## src/rtl/irq_ctrl_if.sv

```systemverilog
// irq_ctrl_if: CPU data-bus view of the interrupt controller register window.
//   bus_addr   - CPU data address (byte address, [1:0] ignored by the slave)
//   bus_wdata  - write data
//   bus_byteen - write byte enables; only 4'b1111 performs a write
//   bus_rd     - one-cycle load strobe, qualifies read side effects
//   bus_rdata  - combinational read data from the slave
// Modports: master (CPU side), slave (controller side).
interface irq_ctrl_if;
    logic [31:0] bus_addr;
    logic [31:0] bus_wdata;
    logic [3:0]  bus_byteen;
    logic        bus_rd;
    logic [31:0] bus_rdata;

    modport master (
        output bus_addr,
        output bus_wdata,
        output bus_byteen,
        output bus_rd,
        input  bus_rdata
    );

    modport slave (
        input  bus_addr,
        input  bus_wdata,
        input  bus_byteen,
        input  bus_rd,
        output bus_rdata
    );
endinterface

```

## src/rtl/irq_ctrl.sv

```systemverilog
// irq_ctrl: memory-mapped interrupt controller in front of the core's single interrupt input.
// Latches rising edges of device lines into PEND, gates them with MASK, and hands out the
// lowest-index enabled pending source through a CLAIM read / COMPLETE write handshake.
// Only one source is in service at a time.
//
// Register window (word offsets from BASE, bus_addr[1:0] ignored):
//   0x00 PEND     R / W1C
//   0x04 MASK     R/W
//   0x08 CLAIM    R  (id+1 of winner, 0 if none or busy; read with bus_rd claims it)
//   0x0C COMPLETE W  (write in-service id+1 to end service)
//   0x10 TRIG     R/W, only when IRQ_CTRL_LEVEL_EN is defined (1 = level-triggered source)
//
// Ports:
//   clk        - clock
//   reset      - synchronous, active-high reset
//   bus        - irq_ctrl_if.slave CPU data bus
//   src_irq    - device interrupt lines
//   interrupt  - registered interrupt request to the CPU
//
// Config macro: IRQ_CTRL_LEVEL_EN enables the TRIG register and level-triggered sources.
module irq_ctrl #(
    parameter int unsigned N_SRC = 8,
    parameter logic [31:0] BASE  = 32'h0000_7F20
) (
    input  logic             clk,
    input  logic             reset,
    irq_ctrl_if.slave        bus,
    input  logic [N_SRC-1:0] src_irq,
    output logic             interrupt
);

    localparam logic [29:0] BaseWord = BASE[31:2];

    logic [N_SRC-1:0] src_q;
    logic [N_SRC-1:0] pend_q, pend_d;
    logic [N_SRC-1:0] mask_q, mask_d;
    logic             busy_q, busy_d;
    logic [4:0]       isr_id_q, isr_id_d;
    logic             interrupt_d;

    logic [29:0]      word_addr;
    logic             hit_pend, hit_mask, hit_claim, hit_complete;
    logic             wr_en;
    logic [N_SRC-1:0] enabled;
    logic [N_SRC-1:0] win_oh;
    logic [4:0]       win_id;
    logic             win_valid;
    logic             claim;
    logic [N_SRC-1:0] edge_evt;

    assign word_addr    = bus.bus_addr[31:2];
    assign hit_pend     = (word_addr == BaseWord);
    assign hit_mask     = (word_addr == BaseWord + 30'd1);
    assign hit_claim    = (word_addr == BaseWord + 30'd2);
    assign hit_complete = (word_addr == BaseWord + 30'd3);
    assign wr_en        = (bus.bus_byteen == 4'b1111);

    assign edge_evt  = src_irq & ~src_q;
    assign enabled   = pend_q & mask_q;
    assign win_valid = |enabled;
    // Isolate the lowest set bit: lowest index has highest priority.
    assign win_oh    = enabled & ~(enabled - N_SRC'(1));

    always_comb begin
        win_id = 5'd0;
        for (int i = N_SRC - 1; i >= 0; i--) begin
            if (enabled[i]) begin
                win_id = 5'(i);
            end
        end
    end

    // Claim decisions use pre-edge mask/pend, so a same-cycle MASK write cannot affect them.
    assign claim = hit_claim & bus.bus_rd & ~busy_q & win_valid;

`ifdef IRQ_CTRL_LEVEL_EN
    logic             hit_trig;
    logic [N_SRC-1:0] trig_q, trig_d;

    assign hit_trig = (word_addr == BaseWord + 30'd4);

    always_comb begin
        trig_d = trig_q;
        if (wr_en && hit_trig) begin
            trig_d = bus.bus_wdata[N_SRC-1:0];
        end
    end

    always_ff @(posedge clk) begin
        if (reset) begin
            trig_q <= '0;
        end else begin
            trig_q <= trig_d;
        end
    end
`endif

    always_comb begin
        pend_d      = pend_q;
        mask_d      = mask_q;
        busy_d      = busy_q;
        isr_id_d    = isr_id_q;
        interrupt_d = ~busy_q & win_valid;

        if (wr_en && hit_pend) begin
            pend_d = pend_d & ~bus.bus_wdata[N_SRC-1:0];
        end
        if (wr_en && hit_mask) begin
            mask_d = bus.bus_wdata[N_SRC-1:0];
        end
        if (claim) begin
            pend_d   = pend_d & ~win_oh;
            busy_d   = 1'b1;
            isr_id_d = win_id;
        end else if (wr_en && hit_complete && busy_q &&
                     (bus.bus_wdata[4:0] == isr_id_q + 5'd1)) begin
            busy_d = 1'b0;
        end
        // Applied last so a new edge beats W1C and claim clears on the same bit.
        pend_d = pend_d | edge_evt;
`ifdef IRQ_CTRL_LEVEL_EN
        // Level sources simply track the line; W1C and claim do not touch them.
        pend_d = (pend_d & ~trig_q) | (src_irq & trig_q);
`endif
    end

    always_comb begin
        bus.bus_rdata = 32'd0;
        if (hit_pend) begin
            bus.bus_rdata = 32'(pend_q);
        end else if (hit_mask) begin
            bus.bus_rdata = 32'(mask_q);
        end else if (hit_claim) begin
            if (!busy_q && win_valid) begin
                bus.bus_rdata = {27'd0, win_id + 5'd1};
            end
`ifdef IRQ_CTRL_LEVEL_EN
        end else if (hit_trig) begin
            bus.bus_rdata = 32'(trig_q);
`endif
        end
    end

    always_ff @(posedge clk) begin
        if (reset) begin
            src_q     <= '0;
            pend_q    <= '0;
            mask_q    <= '0;
            busy_q    <= 1'b0;
            isr_id_q  <= 5'd0;
            interrupt <= 1'b0;
        end else begin
            src_q     <= src_irq;
            pend_q    <= pend_d;
            mask_q    <= mask_d;
            busy_q    <= busy_d;
            isr_id_q  <= isr_id_d;
            interrupt <= interrupt_d;
        end
    end

    logic unused_bus_bits;
    assign unused_bus_bits = ^{bus.bus_addr[1:0], bus.bus_wdata};

endmodule

```

## src/flat_wrapper.sv

```systemverilog
// flat-port wrapper written by rule: the top's interface ports become plain ports
module irq_ctrl_flat 
#(
    parameter int unsigned N_SRC = 8,
    parameter logic [31:0] BASE  = 32'h0000_7F20
)
  (clk, reset, src_irq, interrupt, bus_bus_addr, bus_bus_wdata, bus_bus_byteen, bus_bus_rd, bus_bus_rdata);
  irq_ctrl_if bus_i ();
  input  logic clk;
  input  logic reset;
  input  logic [N_SRC-1:0] src_irq;
  output logic interrupt;
  input wire logic [$bits(bus_i.bus_addr)-1:0] bus_bus_addr;
  input wire logic [$bits(bus_i.bus_wdata)-1:0] bus_bus_wdata;
  input wire logic [$bits(bus_i.bus_byteen)-1:0] bus_bus_byteen;
  input wire logic [$bits(bus_i.bus_rd)-1:0] bus_bus_rd;
  output wire logic [$bits(bus_i.bus_rdata)-1:0] bus_bus_rdata;
  assign bus_i.bus_addr = bus_bus_addr;
  assign bus_i.bus_wdata = bus_bus_wdata;
  assign bus_i.bus_byteen = bus_bus_byteen;
  assign bus_i.bus_rd = bus_bus_rd;
  assign bus_bus_rdata = bus_i.bus_rdata;
  irq_ctrl #(.N_SRC(N_SRC), .BASE(BASE)) u_core (.clk(clk), .reset(reset), .bus(bus_i), .src_irq(src_irq), .interrupt(interrupt));
endmodule
```

## config.mk

```make
export PLATFORM = sky130hd
export DESIGN_NAME = irq_ctrl_flat
export DESIGN_NICKNAME = d
export VERILOG_FILES = /design/src/rtl/irq_ctrl_if.sv /design/src/rtl/irq_ctrl.sv /design/src/flat_wrapper.sv
export SDC_FILE = /design/constraint.sdc
export NUM_CORES = 1
export LEC_CHECK = 0
export CAP_MARGIN = 20
export CORE_MARGIN = 8
export CORE_UTILIZATION = 37
export CTS_CLUSTER_SIZE = 25
export DETAILED_ROUTE_END_ITERATION = 10
export PLACE_DENSITY = 0.91
export SETUP_SLACK_MARGIN = 0.3
export SLEW_MARGIN = 40
export SYNTH_ARGS = -nofsm -noshare
export SYNTH_HDL_FRONTEND = slang
export SYNTH_SLANG_ARGS = --single-unit
export TNS_END_PERCENT = 5
```

## constraint.sdc

```tcl
create_clock -name clk -period 2.6 [get_ports clk]
set_input_delay 0.52 -clock clk [delete_from_list [all_inputs] [get_ports clk]]
set_output_delay 0.52 -clock clk [all_outputs]
set_load 0.005 [all_outputs]
```

Yosys cells after proc, flatten, opt, wreduce, memory -nomap -nowiden
Cells that the tools add are included.

Output and inout bits: 33. Input bits: 79. Register bits: 31. Logic and storage cells: 55.

Equal/unequal tests: 6. $add $sub $neg: 3. Bitwise logic cells: 15. Muxes and demuxes: 16. Reduce and logical (&&, ||, !) cells: 9.

Operator list (count): $eq A30 B13 Y1 const B (4); $mux W32 (3); $and A8 B8 Y8 (5); $not A8 Y8 (4); $mux W3 (8); $mux W8 (2); $or A8 B8 Y8 (1); $reduce_or A8 Y1 (1); $sub A8 B1 Y8 const B (1); $logic_and A1 B1 Y1 (6); $add A5 B1 Y5 const B (1); $eq A5 B5 Y1 (1); $mux W5 (1); $add A3 B1 Y4 const B (1); $and A1 B1 Y1 (4); $eq A4 B4 Y1 const B (1); $mux W1 (2); $reduce_bool A2 Y1 (1); $logic_not A1 Y1 (1); $not A1 Y1 (1).

Logic depth before layout (Yosys ltp)
Gate-level depths: netlist (run 1).

Depth after elaboration: 14. Mapped depth: 8. Gate-level depth less buffers: 8.

Worst setup path after synthesis (run 1)
OpenSTA, ideal clock, no wires.

Path type: input-to-output. Start point: input bus_bus_addr[27]. End point: output bus_bus_rdata[3]. Setup slack: 0.175 ns. Path buffers: 0. Stages: 4. Required time: 2.080 ns. Arrival: 1.905 ns. Cell sequence: or4_1 > nor4_2 > a21o_1 > a2bb2oi_1.

Cells in the longest elaborated chain, start to end: 4.

Ends and longest elaborated chain: start: declaration (line flat_wrapper.sv:13) `input wire logic [$bits(bus_i.bus_addr)-1:0] bus_bus_addr;`; $eq A30 B13 Y1 (line irq_ctrl.sv:54) `assign hit_claim = (word_addr == BaseWord + 30'd2);`; $mux W32 (line irq_ctrl.sv:133) `end else if (hit_claim) begin`; $mux W32 (line irq_ctrl.sv:131) `end else if (hit_mask) begin`; $mux W32 (*) (line irq_ctrl.sv:129) `if (hit_pend) begin`; end: declaration (line flat_wrapper.sv:17) `output wire logic [$bits(bus_i.bus_rdata)-1:0] bus_bus_rdata;`.

Every way passes the cells marked *; elsewhere a longest branch is shown, timed or not.

Worst setup path in the final report (run 1)
Start point: register u_core.pend_q[6]. End point: output bus_bus_rdata[2].

Cells in the longest elaborated chain, start to end: 13.

Ends and longest elaborated chain: start: declaration (line irq_ctrl.sv:35) `logic [N_SRC-1:0] pend_q, pend_d;`; start signal: assignment (line irq_ctrl.sv:154) `pend_q <= pend_d;`; $and A8 B8 Y8 (line irq_ctrl.sv:59) `assign enabled = pend_q & mask_q;`; $mux W3 (7 in series) (line irq_ctrl.sv:67) `if (enabled[i]) begin`; via u_core.win_id[0] (line irq_ctrl.sv:46) `logic [4:0] win_id;`; $add A3 B1 Y4 (line irq_ctrl.sv:135) `bus.bus_rdata = {27'd0, win_id + 5'd1};`; $mux W5 (line irq_ctrl.sv:134) `if (!busy_q && win_valid) begin`; $mux W32 (line irq_ctrl.sv:133); $mux W32 (line irq_ctrl.sv:131); $mux W32 (line irq_ctrl.sv:129).

The timed path passes the listed nets, and every way through them passes these cells.

==> impl_results.md, run 1 <==
- Outcome: finished, violations left
- Failing checks: negative setup slack
- ANT cells: 0
- Internal: 0.7443 mW
- Rel. slew slack: 48.81%
- Highest Clock Rate: 0.3742 GHz
- Slew Limit Fails: 0
- Synth Area in XOR/XNOR: 2.405%
- Clock skew: 8.453 ps
- Crit path kind: reg -> out
- Post-synthesis mux area share: 4.948%
- Placer Congestion: 0.9120
- Router iterations before antenna repair: 4
- Synth-to-layout area growth: 58.97%
- # hold bufs at CTS: 0
- Critical-path cell list: nand2_2, a32o_1, a222oi_1, nor2_1, ha_2, xnor2_1, a221oi_2, a21oi_1, buf_2
- Comb power frac: 16.5%
- Ys async rst share: 0%
- Drt initial violations: 99
- Final Cell Area: 2894 um2
- Synth Cell Area: 1820 um2
- Placed cell area: 2721 um2
- Yosys Warn Count: 0
- Total CTS buffers: 5
- Input/output buffers: 61
- Psw: 0.2546 mW
- Worst-margin pin slew: 765.4 ps
- Adder-Cell Fraction of Synth Area: 1.375%
- Unrepaired setup endpoints after global routing: yes
- Tightest Hold Check Type: reg -> reg
- Top Ports: 112
- Sequential power share: 47.8%
- Row Count: 25
- Top_reg_cell synth: dfxtp_1
- Largest net degree at the start of global routing: 21
- Synth Area in Compound Gates: 19.52%
- Vias in the first global route: 1,994
- Post-synth EDFFs: 0
- Final ANT Viol Nets: 0
- Hold Crit Depth: 2
- Worst Slack Setup Final: -72.65 ps
- Cell family contributing the most delay on the critical path: compound AO/OA/AOI/OAI gates
- Drt total wl: 5956 um
- Worst path max stage delay: 360 ps
- Die ar.: 7421 um2
- Clk pwr share: 35.7%
- Sw frac: 25.49%
- Clk slew on worst S/H paths: 70 ps
- Layout net count: 403
- Area leader, netlist: dfxtp_1
- Most frequent cell after synthesis: dfxtp_1
- R2r setup slk: 560 ps
- Number of buffers and inverters on the critical path: 1
- CTS tree: done
- Commonest cells post-synth: 29 x dfxtp_1, 24 x buf_4, 20 x nor2_1, 18 x inv_1, 11 x nand2_1
- Clk_lat worst skew: 290 ps
- Post-synthesis cell count: 217
- Vias after detailed routing: 1,969
- Setup WS pre-CTS: -871.9 ps
- Min-delay src: u_core.src_q[5]
- Netlist cell types: 42
- Syn Area/Cell: 8.389 um2
- Pwr per Cell Area: 345.1 nW/um2
- Worst r2r path cells: 7
- Number of max-cap violations: 0
- CORE AREA: 4723 um2
- Antenna violations before repair: 0
- Post-route minimum period: 2673 ps
- Maximum vdd drop: 0.3249 mV
- CP Max Fanout: 2
- Area contributors post-synth: dfxtp_1 32%, buf_4 9.9%, mux2i_1 4.9%
- R2R Path Start: u_core.mask_q[1]
- CP Launch Type: flop
- DP Wirelength: 4671 um
- Main combinational cell family by area after synthesis: simple AND/OR/NAND/NOR gates
- Data required, critical path: 2080 ps
- Final std cells w/o fill: 390
- Period utilization: 102.8%
- Final setup vio count: 7
- Total track usage: 15.77%
- Hold EP: u_core.pend_q[5]
- Crit end category: primary output
- Placed Cells: 374
- Post-DR vias/cell: 5.049
- Initial core utilization: 38.54%
- Simple-gate share of the synthesized area: 24.54%
- Die Wd: 86.15 um
- Die Ht: 86.15 um
- Critical Path Slowest Stage Cell: a222oi_1
- Synth top area share: 31.89%
- Final hold violations: 0
- Levels on crit path: 9
- Worst reg2reg path endpoint: u_core.pend_q[5]
- Share of layout cells above drive strength 1: 30.65%
- Setup TNS: -286.5 ps
- First-pass GRT wire length: 9439 um
- Total gr overflow: 0
- Leakage: 1.316 nW
- Clock sinks: 29
- Bufs on Longest Clock Path: 2
- Htree depth: 2
- Register bit count reported by yosys: 29
- Drt drc: 0
- Post-synthesis sequential area ratio: 31.89%
- Arrival @ worst endpoint: 2150 ps
- Wire per inst: 15.27 um
- CTS root buffer: clkbuf_8
[cell families (layout without fill, tap and decap cells)]
| family | after synthesis | count (layout) |
|---|---|---|
| fa+ha+maj | 2 | 2 |
| simple gates | 78 | 78 |
| compound gates | 44 | 44 |
| other cells | 1 | 24 |
| mux | 9 | 9 |
| flops | 29 | 29 |
| buf+inv | 49 | 132 |
| xor+xnor | 5 | 5 |
[worst max-delay path by stage]
stage / from / end / slack (ps)
global route: bus_bus_addr[19] / bus_bus_rdata[3] / -210
finish: u_core.pend_q[6] / bus_bus_rdata[2] / -70
CTS: u_core.pend_q[6] / bus_bus_rdata[2] / -110
detailed placement: bus_bus_addr[27] / bus_bus_rdata[3] / -870
global placement: bus_bus_addr[27] / bus_bus_rdata[3] / -810
floorplan: bus_bus_addr[17] / bus_bus_rdata[3] / 290
[power groups by stage]
stage / clock (mW) / combinational [mW] / sequential, mW
2_1_floorplan: 0 / 0.0806 / 0.485
3_3_place_gp: 0 / 0.164 / 0.485
3_5_place_dp: 0 / 0.168 / 0.486
4_1_cts: 0.365 / 0.165 / 0.477
5_1_grt: 0.390 / 0.180 / 0.478
6_report: 0.357 / 0.165 / 0.477
[layout by cell type, fill, tap and decap left out, types with 2 or more instances in the layout]
master / instances
a21o_1: 2
a21oi_1: 7
a221oi_2: 2
a22o_1: 8
a22oi_1: 3
a311o_1: 8
and4bb_2: 2
buf_2: 11
buf_4: 41
buf_6: 7
clkbuf_2: 6
clkbuf_8: 5
clkdlybuf4s15_1: 6
clkdlybuf4s15_2: 3
clkdlybuf4s50_1: 24
clkinv_2: 2
conb_1: 24
dfxtp_1: 27
dfxtp_2: 2
dlygate4sd2_1: 8
inv_1: 18
mux2i_1: 9
nand2_1: 10
nand2b_1: 2
nand3_1: 4
nand4_1: 2
nor2_1: 20
nor2b_1: 9
nor3_1: 7
nor3_2: 2
nor4_4: 5
o2bb2ai_1: 8
or3_1: 2
xnor2_1: 3
xor2_1: 2
[per-stage QoR]
step | util [%] | hold WS (ps) | power, mW
after floorplan | - | 436.3 | 0.5653
after global placement | 57.62 | 438.3 | 0.6492
after detailed placement | 57.62 | 450.6 | 0.6545
after CTS | 61.59 | 464.4 | 1.007
after global routing | 61.27 | 483.4 | 1.048
final | 61.27 | 457.6 | 0.9988
[per-layer routing]
metal / share of wire (%) / GRT usage [%] / vias to the layer above
met5: 0 / 0 / -
met4: 1.2 / 4.459 / 0
met3: 9.7 / 5.158 / 8
met2: 48 / 27.57 / 84
met1: 41 / 17.67 / 929
li1: - / - / 948
[tightest hold or removal path, cell delays in order, from the launching register on]
cell	delay (ps)
dfxtp_1	290
inv_1	40
o2bb2ai_1	90
[registers in the layout, indices dropped and copies added, names as in the netlist]
register,cells
u_core.mask_q,8
u_core.busy_q,1
u_core.pend_q,8
u_core.src_q,8
u_core.interrupt,1
u_core.isr_id_q,3
[area by class of cell]
| cell class | instances | area (um2) |
|---|---|---|
| timing repair buffer | 106 | 875.8 |
| sequential | 29 | 583.1 |
| clock buffer | 6 | 72.57 |
| inverter | 18 | 67.56 |
| multi-input combinational | 162 | 1201 |
| fill | 418 | 1829 |
| clock inverter | 2 | 10.01 |
| tap | 67 | 83.83 |
[repair_timing]
item | in CTS | in global routing
resized for setup | 105 | 18
buffers inserted | 7 | 1
pin swaps | 23 | 12
endpoints found under the setup margin | 20 | 10
No activity file was read; power rests on OpenSTA's default activity.
==> run 2, diff against run 1 <==
--- a/config.mk
+++ b/config.mk
@@ -5,14 +5,13 @@
 export SDC_FILE = /design/constraint.sdc
 export NUM_CORES = 1
 export LEC_CHECK = 0
-export CAP_MARGIN = 20
+export CAP_MARGIN = 10
 export CORE_MARGIN = 8
 export CORE_UTILIZATION = 37
 export CTS_CLUSTER_SIZE = 25
 export DETAILED_ROUTE_END_ITERATION = 10
-export PLACE_DENSITY = 0.91
+export PLACE_DENSITY = 0.8
 export SETUP_SLACK_MARGIN = 0.3
-export SLEW_MARGIN = 40
 export SYNTH_ARGS = -nofsm -noshare
 export SYNTH_HDL_FRONTEND = slang
 export SYNTH_SLANG_ARGS = --single-unit
==> impl_results.md, run 2 (synthesized netlist as in run 1, its figures left out) <==
- Die ar.: 7421 um2
- Total gr overflow: 0
- Metal-1 WL: 2341 um
- Arrival @ worst endpoint: 2150 ps
- DP Wirelength: 4736 um
- Number of max-cap violations: 0
- Tightest Hold Check Type: reg -> reg
- DR top layer: met4
- Crit end category: primary output
- Met3 WL: 653 um
- Crit path kind: reg -> out
- CTS tree: done
- Htree depth: 2
- Most frequent cells in the layout: 39 x buf_4, 27 x dfxtp_1, 24 x conb_1
- Vias after detailed routing: 1,987
- ANT cells: 0
- Die Ht: 86.15 um
- Synth-to-layout area growth: 60.41%
- CP Launch Type: flop
- Setup WS pre-CTS: -776.8 ps
- Antenna violations before repair: 0
- Psw: 0.2615 mW
- Data required, critical path: 2080 ps
- Clock skew: 6.996 ps
- Failing checks: negative setup slack
- Leakage: 1.335 nW
- Initial core utilization: 38.54%
- Placed Cells: 373
- Post-route minimum period: 2672 ps
- Worst hold slack: 458.8 ps
- Slew Limit Fails: 0
- Highest Clock Rate: 0.3742 GHz
- Clk slew on worst S/H paths: 70 ps
- Total track usage: 16.26%
- Final std cells w/o fill: 390
- Die Wd: 86.15 um
- Drt total wl: 6160 um
- Share of layout cells above drive strength 1: 31.58%
- WL met2: 3094 um
- Input/output buffers: 61
- First-pass GRT wire length: 9618 um
- Tot Pwr: 1.003 mW
- Top Ports: 112
- Largest registers: u_core.mask_q (8), u_core.pend_q (8), u_core.src_q (8)
- Final setup vio count: 4
- Post-DR vias/cell: 5.095
- CORE AREA: 4723 um2
- Drt initial violations: 154
- Most common cell after layout, fill and taps aside: buf_4
- CP Max Fanout: 6
- Final hold violations: 0
- Placer Congestion: 0.9008
- Router iterations before antenna repair: 7
- R2r setup slk: 490 ps
- Bufs on Longest Clock Path: 2
- Clk pwr share: 36.2%
- Pwr per Cell Area: 343.6 nW/um2
- Unrepaired setup endpoints after global routing: yes
- Largest net degree at the start of global routing: 30
- Comb power frac: 16.1%
- Clk_lat worst skew: 280 ps
- Clock sinks: 29
- Setup TNS: -189.2 ps
- Layout net count: 403
- Final ANT Viol Nets: 0
- Wire per inst: 15.79 um
- Sw frac: 26.07%
- CTS root buffer: clkbuf_8
- Sequential power share: 47.6%
- Row Count: 25
- Vias in the first global route: 2,037
- Period utilization: 102.8%
- Internal: 0.7418 mW
- Drt drc: 0
- Maximum vdd drop: 0.2735 mV
- Outcome: finished, violations left
- Total CTS buffers: 5
- Worst Slack Setup Final: -72.40 ps
==> run 2: changes by cell type in the layout (fill, tap and decap cells not counted), moves of 2 or more <==
| cell | change |
|---|---|
| buf_2 | +6 |
| buf_4 | -2 |
| buf_6 | +2 |
| clkbuf_2 | -6 |
| dlygate4sd2_1 | +2 |
==> run 2: worst max-delay path: stages (launching register included) <==
cell	delay, ps
dfxtp_1	490
a22o_1	250
nor4_2	70
buf_4	150
nor4_4	340
nor3b_2	250
a2bb2oi_2	180
buf_2	140
==> run 2: path summary, 6_finish.rpt <==
check / cells past startpoint / from / to
worst min-delay path: 2 / u_core.src_q[5] / u_core.pend_q[5]
worst max register to register: 7 / u_core.mask_q[2] / u_core.pend_q[5]
worst min register to register: 2 / u_core.src_q[5] / u_core.pend_q[5]
worst max-delay path: 7 / u_core.mask_q[2] / bus_bus_rdata[3]
==> run 2: area by class of cell <==
type | instances | area, um2
fillers | 396 | 1803
multi-input cells | 162 | 1220
repair buffers | 106 | 879.6
flip-flops and latches | 29 | 583.1
well taps | 67 | 83.83
clock buffers | 5 | 68.82
inverters | 18 | 67.56
clock inverters | 3 | 17.52
==> run 2: power by group through the flow <==
stage / combinational [mW] / clock (mW) / sequential, mW
final: 0.162 / 0.363 / 0.478
after global placement: 0.161 / 0 / 0.485
after CTS: 0.161 / 0.373 / 0.476
after detailed placement: 0.165 / 0 / 0.486
after floorplan: 0.0806 / 0 / 0.485
after global routing: 0.177 / 0.391 / 0.480
==> run 2: metal layers <==
metal,up-vias,global-route usage [%]
met5,-,0
met4,0,4.459
met3,8,4.298
met2,118,29.67
met1,910,17.89
li1,951,-
==> run 2: timing repair <==
item / in CTS / in global routing
setup endpoints to repair: 20 / 13
endpoints found under the hold margin: 0 / 0
buffers inserted: 7 / 2
pin swaps: 24 / 10
hold buffers: 0 / 0
resized for setup: 134 / 3
==> run 2: stage by stage <==
stage               area (um2)  utilization, %
floorplan                 1958               -
global placement          2714           57.46
detailed placement        2714           57.46
CTS                       2885           61.09
global route              2920           61.83
finish                    2920           61.83
